==> config.mk <==
export PLATFORM = sky130hd
export DESIGN_NAME = seg7_mux_driver
export DESIGN_NICKNAME = d
export VERILOG_FILES = /design/src/rtl/seg7_pkg.sv /design/src/rtl/seg7_scan_timer.sv /design/src/rtl/seg7_mux_driver.sv
export SDC_FILE = /design/constraint.sdc
export NUM_CORES = 1
export LEC_CHECK = 0
export CAP_MARGIN = 20
export CORE_AREA = 4 4 100 102
export DETAILED_ROUTE_END_ITERATION = 6
export DIE_AREA = 0 0 104 106
export MAX_ROUTING_LAYER = met4
export PLACE_DENSITY = 0.71
export SLEW_MARGIN = 20
export SYNTH_ARGS = -nofsm -noshare
export SYNTH_HDL_FRONTEND = slang
export SYNTH_SLANG_ARGS = --single-unit
==> constraint.sdc <==
create_clock -name clk -period 4.2 [get_ports clk]
set_input_delay 0.63 -clock clk [delete_from_list [all_inputs] [get_ports clk]]
set_output_delay 0.63 -clock clk [all_outputs]
set_load 0.02 [all_outputs]
==> src/rtl/seg7_pkg.sv <==
// Shared types, segment patterns and helpers for the 7-segment scan driver.
package seg7_pkg;

  typedef logic [6:0] seg_t;

  localparam seg_t SEG_BLANK = 7'h00;

  // Index n holds the A..G pattern (A = bit 0) for hex digit n.
  localparam logic [15:0][6:0] SEG_PATTERNS = {
    7'h71, 7'h79, 7'h5E, 7'h39, 7'h7C, 7'h77, 7'h6F, 7'h7F,
    7'h07, 7'h7D, 7'h6D, 7'h66, 7'h4F, 7'h5B, 7'h06, 7'h3F
  };

  function automatic seg_t hex2seg(input logic [3:0] nib);
    return SEG_PATTERNS[nib];
  endfunction

  // Clocks per PWM sub-tick; never below one.
  function automatic int unsigned calc_sub_div(input int unsigned clk_hz,
                                               input int unsigned refresh_hz,
                                               input int unsigned digits,
                                               input int unsigned bright_w);
    int unsigned q;
    q = clk_hz / (refresh_hz * digits * (32'd1 << bright_w));
    return (q == 0) ? 1 : q;
  endfunction

endpackage

==> src/rtl/seg7_scan_timer.sv <==
// Prescaler, PWM sub-tick counter and digit index for the scan driver.
module seg7_scan_timer #(
  parameter int unsigned DIGITS   = 4,
  parameter int unsigned SUB_DIV  = 1,
  parameter int unsigned BRIGHT_W = 4,
  parameter int unsigned IDX_W    = 2
) (
  input  logic                clk,
  input  logic                rst_n,
  output logic                slot_start_o,
  output logic [BRIGHT_W-1:0] pwm_cnt_o,
  output logic [IDX_W-1:0]    digit_idx_o,
  output logic [IDX_W-1:0]    digit_idx_next_o
);

  localparam int unsigned PRE_W = (SUB_DIV > 1) ? $clog2(SUB_DIV) : 1;

  logic [PRE_W-1:0]    presc_q, presc_d;
  logic [BRIGHT_W-1:0] pwm_q, pwm_d;
  logic [IDX_W-1:0]    digit_q, digit_d;
  logic                sub_tick;
  logic                wrap;

  // Next-state for prescaler, PWM counter and digit index.
  always_comb begin
    presc_d  = presc_q;
    pwm_d    = pwm_q;
    digit_d  = digit_q;
    sub_tick = (presc_q == PRE_W'(SUB_DIV - 1));
    wrap     = sub_tick && (pwm_q == '1);
    if (sub_tick) begin
      presc_d = '0;
      pwm_d   = pwm_q + 1'b1;
    end else begin
      presc_d = presc_q + 1'b1;
    end
    if (wrap) begin
      digit_d = (digit_q == IDX_W'(DIGITS - 1)) ? '0 : digit_q + 1'b1;
    end
  end

  // Counter state registers.
  always_ff @(posedge clk or negedge rst_n) begin
    if (!rst_n) begin
      presc_q <= '0;
      pwm_q   <= '0;
      digit_q <= '0;
    end else begin
      presc_q <= presc_d;
      pwm_q   <= pwm_d;
      digit_q <= digit_d;
    end
  end

  // slot_start marks the edge on which pwm_cnt enters 0 and digit_idx advances.
  assign slot_start_o     = wrap;
  assign pwm_cnt_o        = pwm_q;
  assign digit_idx_o      = digit_q;
  assign digit_idx_next_o = digit_d;

endmodule

==> src/rtl/seg7_mux_driver.sv <==
// Time-multiplexed N-digit 7-segment driver: shadow registers, leading-zero
// blanking, hex decode, PWM enable compare and output polarity.
module seg7_mux_driver
  import seg7_pkg::*;
#(
  parameter int unsigned DIGITS        = 4,
  parameter int unsigned CLK_HZ        = 50_000_000,
  parameter int unsigned REFRESH_HZ    = 1000,
  parameter int unsigned BRIGHT_W      = 4,
  parameter bit          INVERT_DIGITS = 1'b0,
  parameter bit          INVERT_SEGS   = 1'b0
) (
  input  logic                  clk,
  input  logic                  rst_n,
  input  logic [4*DIGITS-1:0]   data_i,
  input  logic [DIGITS-1:0]     dp_i,
  input  logic [DIGITS-1:0]     blank_i,
  input  logic                  lzb_en_i,
  input  logic                  load_i,
  input  logic [BRIGHT_W-1:0]   brightness_i,
  output logic [6:0]            seg_o,
  output logic                  dp_o,
  output logic [DIGITS-1:0]     digit_en_o
);

  localparam int unsigned SUB_DIV = calc_sub_div(CLK_HZ, REFRESH_HZ, DIGITS, BRIGHT_W);
  localparam int unsigned IDX_W   = (DIGITS > 1) ? $clog2(DIGITS) : 1;

  logic                slot_start;
  logic [BRIGHT_W-1:0] pwm_cnt;
  logic [IDX_W-1:0]    digit_idx;
  logic [IDX_W-1:0]    digit_idx_next;

  seg7_scan_timer #(
    .DIGITS   (DIGITS),
    .SUB_DIV  (SUB_DIV),
    .BRIGHT_W (BRIGHT_W),
    .IDX_W    (IDX_W)
  ) u_scan_timer (
    .clk              (clk),
    .rst_n            (rst_n),
    .slot_start_o     (slot_start),
    .pwm_cnt_o        (pwm_cnt),
    .digit_idx_o      (digit_idx),
    .digit_idx_next_o (digit_idx_next)
  );

  logic [4*DIGITS-1:0] data_q, data_d;
  logic [DIGITS-1:0]   dp_q, dp_d;
  logic [DIGITS-1:0]   blank_q, blank_d;
  logic                lzb_q, lzb_d;
  logic [DIGITS-1:0]   lz_mask_q, lz_mask_d;
  logic                loaded_q, loaded_d;
  logic [DIGITS-1:0]   lz_calc;
  logic                zero_run;

  seg_t                pat_seg_q, pat_seg_d;
  logic                pat_dp_q, pat_dp_d;
  logic [BRIGHT_W-1:0] bright_q, bright_d;
  logic [3:0]          nib;
  logic                lit;
  logic [DIGITS-1:0]   en_raw;

  logic [6:0]          seg_q, seg_d;
  logic                dp_q_out, dp_d_out;
  logic [DIGITS-1:0]   digit_en_q, digit_en_d;

  // Leading-zero mask from the incoming nibbles; digit 0 is never blanked.
  always_comb begin
    lz_calc  = '0;
    zero_run = 1'b1;
    for (int unsigned k = DIGITS - 1; k >= 1; k--) begin
      zero_run   = zero_run & (data_i[4*k +: 4] == 4'h0);
      lz_calc[k] = lzb_en_i & zero_run;
    end
  end

  // Shadow capture on load; loaded_q keeps segments dark until the first load.
  always_comb begin
    data_d    = data_q;
    dp_d      = dp_q;
    blank_d   = blank_q;
    lzb_d     = lzb_q;
    lz_mask_d = lz_mask_q;
    loaded_d  = loaded_q;
    if (load_i) begin
      data_d    = data_i;
      dp_d      = dp_i;
      blank_d   = blank_i;
      lzb_d     = lzb_en_i;
      lz_mask_d = lz_calc;
      loaded_d  = 1'b1;
    end
  end

  // Shadow and mask registers.
  always_ff @(posedge clk or negedge rst_n) begin
    if (!rst_n) begin
      data_q    <= '0;
      dp_q      <= '0;
      blank_q   <= '0;
      lzb_q     <= 1'b0;
      lz_mask_q <= '0;
      loaded_q  <= 1'b0;
    end else begin
      data_q    <= data_d;
      dp_q      <= dp_d;
      blank_q   <= blank_d;
      lzb_q     <= lzb_d;
      lz_mask_q <= lz_mask_d;
      loaded_q  <= loaded_d;
    end
  end

  // Pattern and brightness for the incoming digit, latched only at slot start
  // from the pre-edge shadow so a coincident load lands one slot later.
  always_comb begin
    pat_seg_d = pat_seg_q;
    pat_dp_d  = pat_dp_q;
    bright_d  = bright_q;
    nib       = data_q[4*digit_idx_next +: 4];
    if (slot_start) begin
      bright_d = brightness_i;
      if (!loaded_q || blank_q[digit_idx_next]) begin
        pat_seg_d = SEG_BLANK;
        pat_dp_d  = 1'b0;
      end else if (lz_mask_q[digit_idx_next] && lzb_q) begin
        pat_seg_d = SEG_BLANK;
        pat_dp_d  = dp_q[digit_idx_next];
      end else begin
        pat_seg_d = hex2seg(nib);
        pat_dp_d  = dp_q[digit_idx_next];
      end
    end
  end

  // Per-slot pattern and brightness registers.
  always_ff @(posedge clk or negedge rst_n) begin
    if (!rst_n) begin
      pat_seg_q <= SEG_BLANK;
      pat_dp_q  <= 1'b0;
      bright_q  <= '0;
    end else begin
      pat_seg_q <= pat_seg_d;
      pat_dp_q  <= pat_dp_d;
      bright_q  <= bright_d;
    end
  end

  // Enable compare: sub-tick 0 is dead time, lit while 1 <= pwm_cnt <= bright_q.
  always_comb begin
    lit    = (pwm_cnt != '0) && (pwm_cnt <= bright_q);
    en_raw = '0;
    if (lit) begin
      en_raw[digit_idx] = 1'b1;
    end
    seg_d      = pat_seg_q ^ {7{INVERT_SEGS}};
    dp_d_out   = pat_dp_q ^ INVERT_SEGS;
    digit_en_d = en_raw ^ {DIGITS{INVERT_DIGITS}};
  end

  // Output registers, reset to the inactive pin levels.
  always_ff @(posedge clk or negedge rst_n) begin
    if (!rst_n) begin
      seg_q      <= {7{INVERT_SEGS}};
      dp_q_out   <= INVERT_SEGS;
      digit_en_q <= {DIGITS{INVERT_DIGITS}};
    end else begin
      seg_q      <= seg_d;
      dp_q_out   <= dp_d_out;
      digit_en_q <= digit_en_d;
    end
  end

  assign seg_o      = seg_q;
  assign dp_o       = dp_q_out;
  assign digit_en_o = digit_en_q;

endmodule

# [Yosys cells after proc, flatten, opt, wreduce, memory -nomap -nowiden]
# Memories as Yosys holds them, arrays and structs flattened.
# Index checks and enable logic that the tools add are counted.
[totals] mem_count=1 rom_bits=112 elab_cells=59 output_inout_bits=12 reg_bits=69
[mem_list] memory="(no name shown)" words=16 width=7 rd=1 rd_ports_with_merged_regs=0 wr=0 line_no="seg7_pkg.sv:15" source="return SEG_PATTERNS[nib];"
[classes] addsub=3 n_lt_le_gt_ge=5 eq_ne=3 bitwise=5 shifts=1 reduce_logical=10 muxes=16
[ops] cell="two-way mux 7 bit" count=3
[ops] cell="indexed part select 16 x 5 -> 4 bit" count=1
[ops] cell="zero test 4 bit" count=3
[ops] cell="adder 10 x 1 -> 10 bit, second input constant" count=1
[ops] cell="equality test 10 bit, second input constant" count=1
[ops] cell="two-way mux 10 bit" count=1
[ops] cell="binary-select mux 1 bit (select 2 bit)" count=3
[ops] cell="< comparator 2 x 3 -> 1 bit, second input constant" count=2
[ops] cell="bitwise AND 1 bit" count=5
[ops] cell="< comparator 4 x 5 -> 1 bit, second input constant" count=1
[ops] cell="two-way mux 1 bit" count=5
[ops] cell="adder 4 x 1 -> 4 bit, second input constant" count=1
[ops] cell="equality test 4 bit, second input constant" count=1
[ops] cell="<= comparator 4 bit" count=1
[ops] cell="logical AND 1 bit" count=4
[ops] cell="two-way mux 2 bit" count=2
[ops] cell="two-way mux 4 bit" count=1
[ops] cell="nonzero test 4 bit" count=1
[ops] cell="adder 2 x 1 -> 2 bit, second input constant" count=1
[ops] cell="demux 1 bit (select 2 bit)" count=1
[ops] cell="equality test 2 bit, second input constant" count=1
[ops] cell=">= comparator 2 x 1 -> 1 bit, second input constant" count=1
[ops] cell="zero test 1 bit" count=1
[ops] cell="logical OR 1 bit" count=1

# [Depth between registers and ports, before layout]
[depth] depth_word=8 depth_mapped=17 depth_no_buf=13

# [By module]
# Synthesis repeated with hierarchy kept, for this count alone.
[hier_totals] hier_cells=258 area_unflattened_um2=3221.8
[by_module_without_submodules] mod="seg7_mux_driver" seq_area_each_um2=1326.3 instances=1 cells_per_inst=187 area_per_inst_um2=2411.1
[by_module_without_submodules] mod="seg7_scan_timer" seq_area_each_um2=400.4 instances=1 cells_per_inst=71 area_per_inst_um2=810.8

# [Worst setup path after synthesis]
# OpenSTA, ideal clock, no wires.
[synth_path] path_kind="reg2reg" startpoint="register u_scan_timer.digit_q[1], in the netlist u_scan_timer.digit_idx_o[1]" endpoint="register pat_seg_q[1]" t_required_ns=4.072 t_arrival_ns=3.032 n_path_buf=4 period_less_slack_ns=3.160 path_stages_with_launch=16 path_slack_ns=1.040 cell_sequence="dfrtp_1 > buf_2 > inv_1 > ha_1 > buf_1 > and3_1 > and4_2 > or2_1 > buf_4 > buf_8 > mux2i_1 > mux2i_1 > ha_1 > nor4b_1 > a21o_1 > a31oi_1"
[synth_via] elab_chain_cells=8
[synth_rtl] item="start: declaration" line_no="seg7_scan_timer.sv:20" source="logic [IDX_W-1:0] digit_q, digit_d;"
[synth_rtl] item="start signal: assignment" line_no="seg7_scan_timer.sv:51" source="digit_q <= digit_d;"
[synth_rtl] item="adder 2 x 1 -> 2 bit or equality test 2 bit (tied branches)" line_no="seg7_scan_timer.sv:38" source="digit_d = (digit_q == IDX_W'(DIGITS - 1)) ? '0 : digit_q + 1'b1;"
[synth_rtl] item="two-way mux 2 bit" line_no="seg7_scan_timer.sv:38"
[synth_rtl] item="two-way mux 2 bit (*)" line_no="seg7_scan_timer.sv:37" source="if (wrap) begin"
[synth_rtl] item="via digit_idx_next[1]" line_no="seg7_mux_driver.sv:32" source="logic [IDX_W-1:0] digit_idx_next;"
[synth_rtl] item="indexed part select 16 x 5 -> 4 bit or binary-select mux 1 bit (select 2 bit) (tied branches)" line_no="seg7_mux_driver.sv:121, seg7_mux_driver.sv:127"
[synth_rtl] item="memory read (16 x 7 bit) or two-way mux 1 bit (tied branches)"
[synth_rtl] item="two-way mux 7 bit (implied by the code) or logical AND 1 bit (tied branches)" line_no="seg7_pkg.sv:15, seg7_mux_driver.sv:127"
[synth_rtl] item="two-way mux 7 bit" line_no="seg7_mux_driver.sv:127" source="end else if (lz_mask_q[digit_idx_next] && lzb_q) begin"
[synth_rtl] item="two-way mux 7 bit (*)" line_no="seg7_mux_driver.sv:124" source="if (!loaded_q || blank_q[digit_idx_next]) begin"
[synth_rtl] item="end signal: assignment" line_no="seg7_mux_driver.sv:144" source="pat_seg_q <= pat_seg_d;"
[synth_rtl] item="end: declaration" line_no="seg7_mux_driver.sv:57" source="seg_t pat_seg_q, pat_seg_d;"
# The timed path passes the listed nets; every way through them passes the cells marked *. The select of a mux whose other input is x is not followed.
# A chain may end at the register's enable or synchronous reset.

# [Worst setup path after layout]
[layout_path] startpoint="register u_scan_timer.digit_q[1], in the netlist u_scan_timer.digit_idx_o[1]" endpoint="register pat_seg_q[3]"
[layout_via] elab_chain_cells=8
[layout_rtl] item="adder 2 x 1 -> 2 bit or equality test 2 bit (tied branches)" line_no="seg7_scan_timer.sv:38"
[layout_rtl] item="two-way mux 2 bit" line_no="seg7_scan_timer.sv:38"
[layout_rtl] item="two-way mux 2 bit (*)" line_no="seg7_scan_timer.sv:37"
[layout_rtl] item="indexed part select 16 x 5 -> 4 bit or binary-select mux 1 bit (select 2 bit) (tied branches)" line_no="seg7_mux_driver.sv:121, seg7_mux_driver.sv:127"
[layout_rtl] item="memory read (16 x 7 bit) or two-way mux 1 bit (tied branches)"
[layout_rtl] item="two-way mux 7 bit (implied by the code) or logical AND 1 bit (tied branches)" line_no="seg7_pkg.sv:15, seg7_mux_driver.sv:127"
[layout_rtl] item="two-way mux 7 bit" line_no="seg7_mux_driver.sv:127"
[layout_rtl] item="two-way mux 7 bit (*)" line_no="seg7_mux_driver.sv:124"
# Mark *: on every way between the ends. The rest lies on a longest branch, timed or not. The select of a mux whose other input is x is not followed.

==> results.json <==
{
  "ys_top_cells_by_count": "69 x dfrtp_1, 27 x mux2i_1, 26 x inv_1",
  "synth_top_cell_by_area": "dfrtp_1",
  "cts_buffers": 9,
  "synth_edf_count": 0,
  "ff2ff_path_depth": 12,
  "rsz0062_at_grt": "false",
  "setup_viol": 0,
  "antenna_found_initial": 0,
  "vias_per_cell": 5.210,
  "syn_inst": 313,
  "grt_pass1_vias": 2443,
  "drt_iter0_drc": 103,
  "hold_path.class": "in -> async",
  "crit_chain": "inv_1 -> ha_1 -> and3_1 -> and4_2 -> or2_1 -> mux2i_1 -> mux2i_1 -> inv_1 -> ha_1 -> mux2i_1 -> mux2i_1 -> o21ai_0",
  "critical_path.max_stage_delay_ns": 0.51,
  "min_period_over_period": 0.7872,
  "rr_startpoint": "u_scan_timer.digit_idx_o[1]",
  "max_freq_ghz": 0.3024,
  "hold_buffers": 0,
  "final-hold-violation-count": 0,
  "cp-start-kind": "flip-flop",
  "hpwl_um": 5009,
  "wire_per_inst_um": 14.63,
  "required_ns": 4.47,
  "cts_resized": 0,
  "die_w_um": 104,
  "yosys-top-cells-area": "dfrtp_1 48%, mux2_2 7.9%, mux2i_1 7.6%",
  "wl_um": 6907,
  "gp_congestion": 0.8232,
  "worstPathArrival_ns": 3.57,
  "synth-warning-count": 0,
  "firstDrtPassIters": 4,
  "cts_tree": "done",
  "track_usage": 0.1351,
  "slew_headroom": 0.4821,
  "yosys_most_used_dff": "dfrtp_1",
  "p_leak_nw": 1.875,
  "worst_pin_slew_ns": 0.7768,
  "start_util": 0.3915,
  "p_total_mw": 1.353,
  "ys_ff_latch": 69,
  "syn_nets": 363,
  "antenna_left": 0,
  "path_common_cell": "mux2i_1",
  "drive_gt1_frac": 0.1579,
  "clk_latency_ns": 0.35,
  "fin_crit_ns": 3.306,
  "ys_async_sr_fraction": 1.000,
  "status": "finished, final reports clean",
  "fin_util": 0.4661,
  "postCtsSetupBuffers": 0,
  "num_vias": 2459,
  "drv_slew": 0,
  "clock_path_buffers": 2,
  "r2r_end": "pat_seg_q[3]",
  "path_class": "reg -> reg",
  "numPortBuffers": 43,
  "io_pins": 44,
  "die_area_mm2": 0.01102,
  "n_antenna_cell": 0,
  "core_mm2": 0.009109,
  "reg2reg_slack_ns": 0.89,
  "synth_area_mm2": 0.003566,
  "crit_fanout": 7,
  "cp_slowest_cell": "dfrtp_1",
  "yosysMostFrequentCell": "dfrtp_1",
  "yosysUniqueCellTypes": 54,
  "drc": 0,
  "finalClockSkew_ns": 0.008490,
  "fin_tns_setup_ns": 0,
  "hold_ws_ns": 0.3593,
  "crit_path_end_kind": "flip-flop",
  "htree_levels": 3,
  "root_buffer": "clkbuf_8",
  "gr-total-overflow": 0,
  "final_nets": 407,
  "syn_area_per_cell_um2": 11.39,
  "power_density_mw_per_mm2": 318.6,
  "area_delta_synth_final_pct": 19.05,
  "path_clk_slew_ns": 0.07,
  "synth_top_area_frac": 0.4842,
  "rows": 35,
  "cap_violations": 0,
  "grt_max_degree": 36,
  "synth-seq-area-share": 0.4842,
  "grt_first_pass_wirelength_um": 11770,
  "ir_drop_uv": 203.8,
  "cts.sinks": 69,
  "die_h_um": 106
}
==> sequential cells by signal (all words and copies together) (netlist names) <==
| register | count |
|---|---|
| u_scan_timer.digit_idx_o | 2 |
| lzb_q | 1 |
| seg_o | 7 |
| u_scan_timer.pwm_cnt_o | 4 |
| digit_en_o | 4 |
| data_q | 16 |
| blank_q | 4 |
| pat_seg_q | 7 |
| lz_mask_q | 3 |
| dp_o | 1 |
| loaded_q | 1 |
| u_scan_timer.presc_q | 10 |
| bright_q | 4 |
| dp_d_out | 1 |
| dp_q | 4 |
==> routing by layer <==
metal,global-route usage,part of all wire
met1,0.1767,0.48
met2,0.2038,0.46
met3,0.03886,0.050
met4,0.04274,0.014
met5,-,0
==> kinds of logic (layout without fill, tap and decap cells) <==
logic type / Yosys count / after routing / share of synthesized area
xor gates and xnor gates: 13 / 13 / 0.03193
adders and majority gates: 18 / 18 / 0.06316
buffers and inverters: 39 / 87 / 0.05122
DFF: 69 / 69 / 0.4842
and+or+nand+nor: 73 / 73 / 0.1218
muxes: 54 / 54 / 0.1653
AOI/OAI and AO/OA: 47 / 47 / 0.08246
==> area by class of cell <==
class	instances	area [um2]
fill	856	4863
tap	111	138.9
inverter	26	97.59
multi-input combinational	205	1657
clock inverter	1	5.005
sequential	69	1727
timing repair buffer	46	447.9
clock buffer	14	172.7
==> how the worst max path moves through the flow <==
stage	startpoint	to	cells after the start	slack [ns]
floorplan	u_scan_timer.digit_idx_o[1]	pat_seg_q[1]	15	1.04
global placement	u_scan_timer.digit_idx_o[1]	pat_seg_q[1]	11	1.07
detailed placement	u_scan_timer.digit_idx_o[1]	pat_seg_q[3]	12	0.96
CTS	u_scan_timer.digit_idx_o[1]	pat_seg_q[3]	12	0.91
global route	u_scan_timer.digit_idx_o[1]	pat_seg_q[5]	13	0.67
finish	u_scan_timer.digit_idx_o[1]	pat_seg_q[3]	12	0.89
==> power by group <==
part	internal (mW)	switching [mW]	total, mW
Combinational	0.0785	0.0687	0.147
Sequential	0.689	0.0207	0.710
Clock	0.259	0.237	0.496
Total	1.03	0.326	1.35
==> metrics by stage <==
stage	setup slack [ns]	instances	cell area, um2
after global placement	1.075	457	4068
final	0.8936	472	4245
after CTS	0.9107	472	4245
after floorplan	1.040	313	3566
after detailed placement	0.9634	457	4068
after global routing	0.6673	472	4245
==> cell usage in the layout (no fill, tap or decap), types with 4 or more instances in the layout <==
cell type | Yosys | final
xnor2_1 | 9 | 9
xor2_1 | 4 | 4
ha_1 | 18 | 18
mux2i_1 | 27 | 27
nor2_1 | 13 | 13
nand3_1 | 4 | 4
o21ai_0 | 24 | 24
a21oi_1 | 5 | 5
mux2_2 | 25 | 25
inv_1 | 26 | 26
clkbuf_8 | 0 | 12
dfrtp_1 | 69 | 69
nand2_1 | 22 | 22
nor3_1 | 4 | 4
clkdlybuf4s50_1 | 0 | 42
==> critical path: cells and delay by family (launching register included) <==
kind,cells,cell delay (ns)
simple gates,3,0.72
fa+ha+maj,2,0.68
compound gates,1,0.16
buf+inv,2,0.31
flops,1,0.51
mux,4,0.85
No activity file was read; power rests on OpenSTA's default activity.
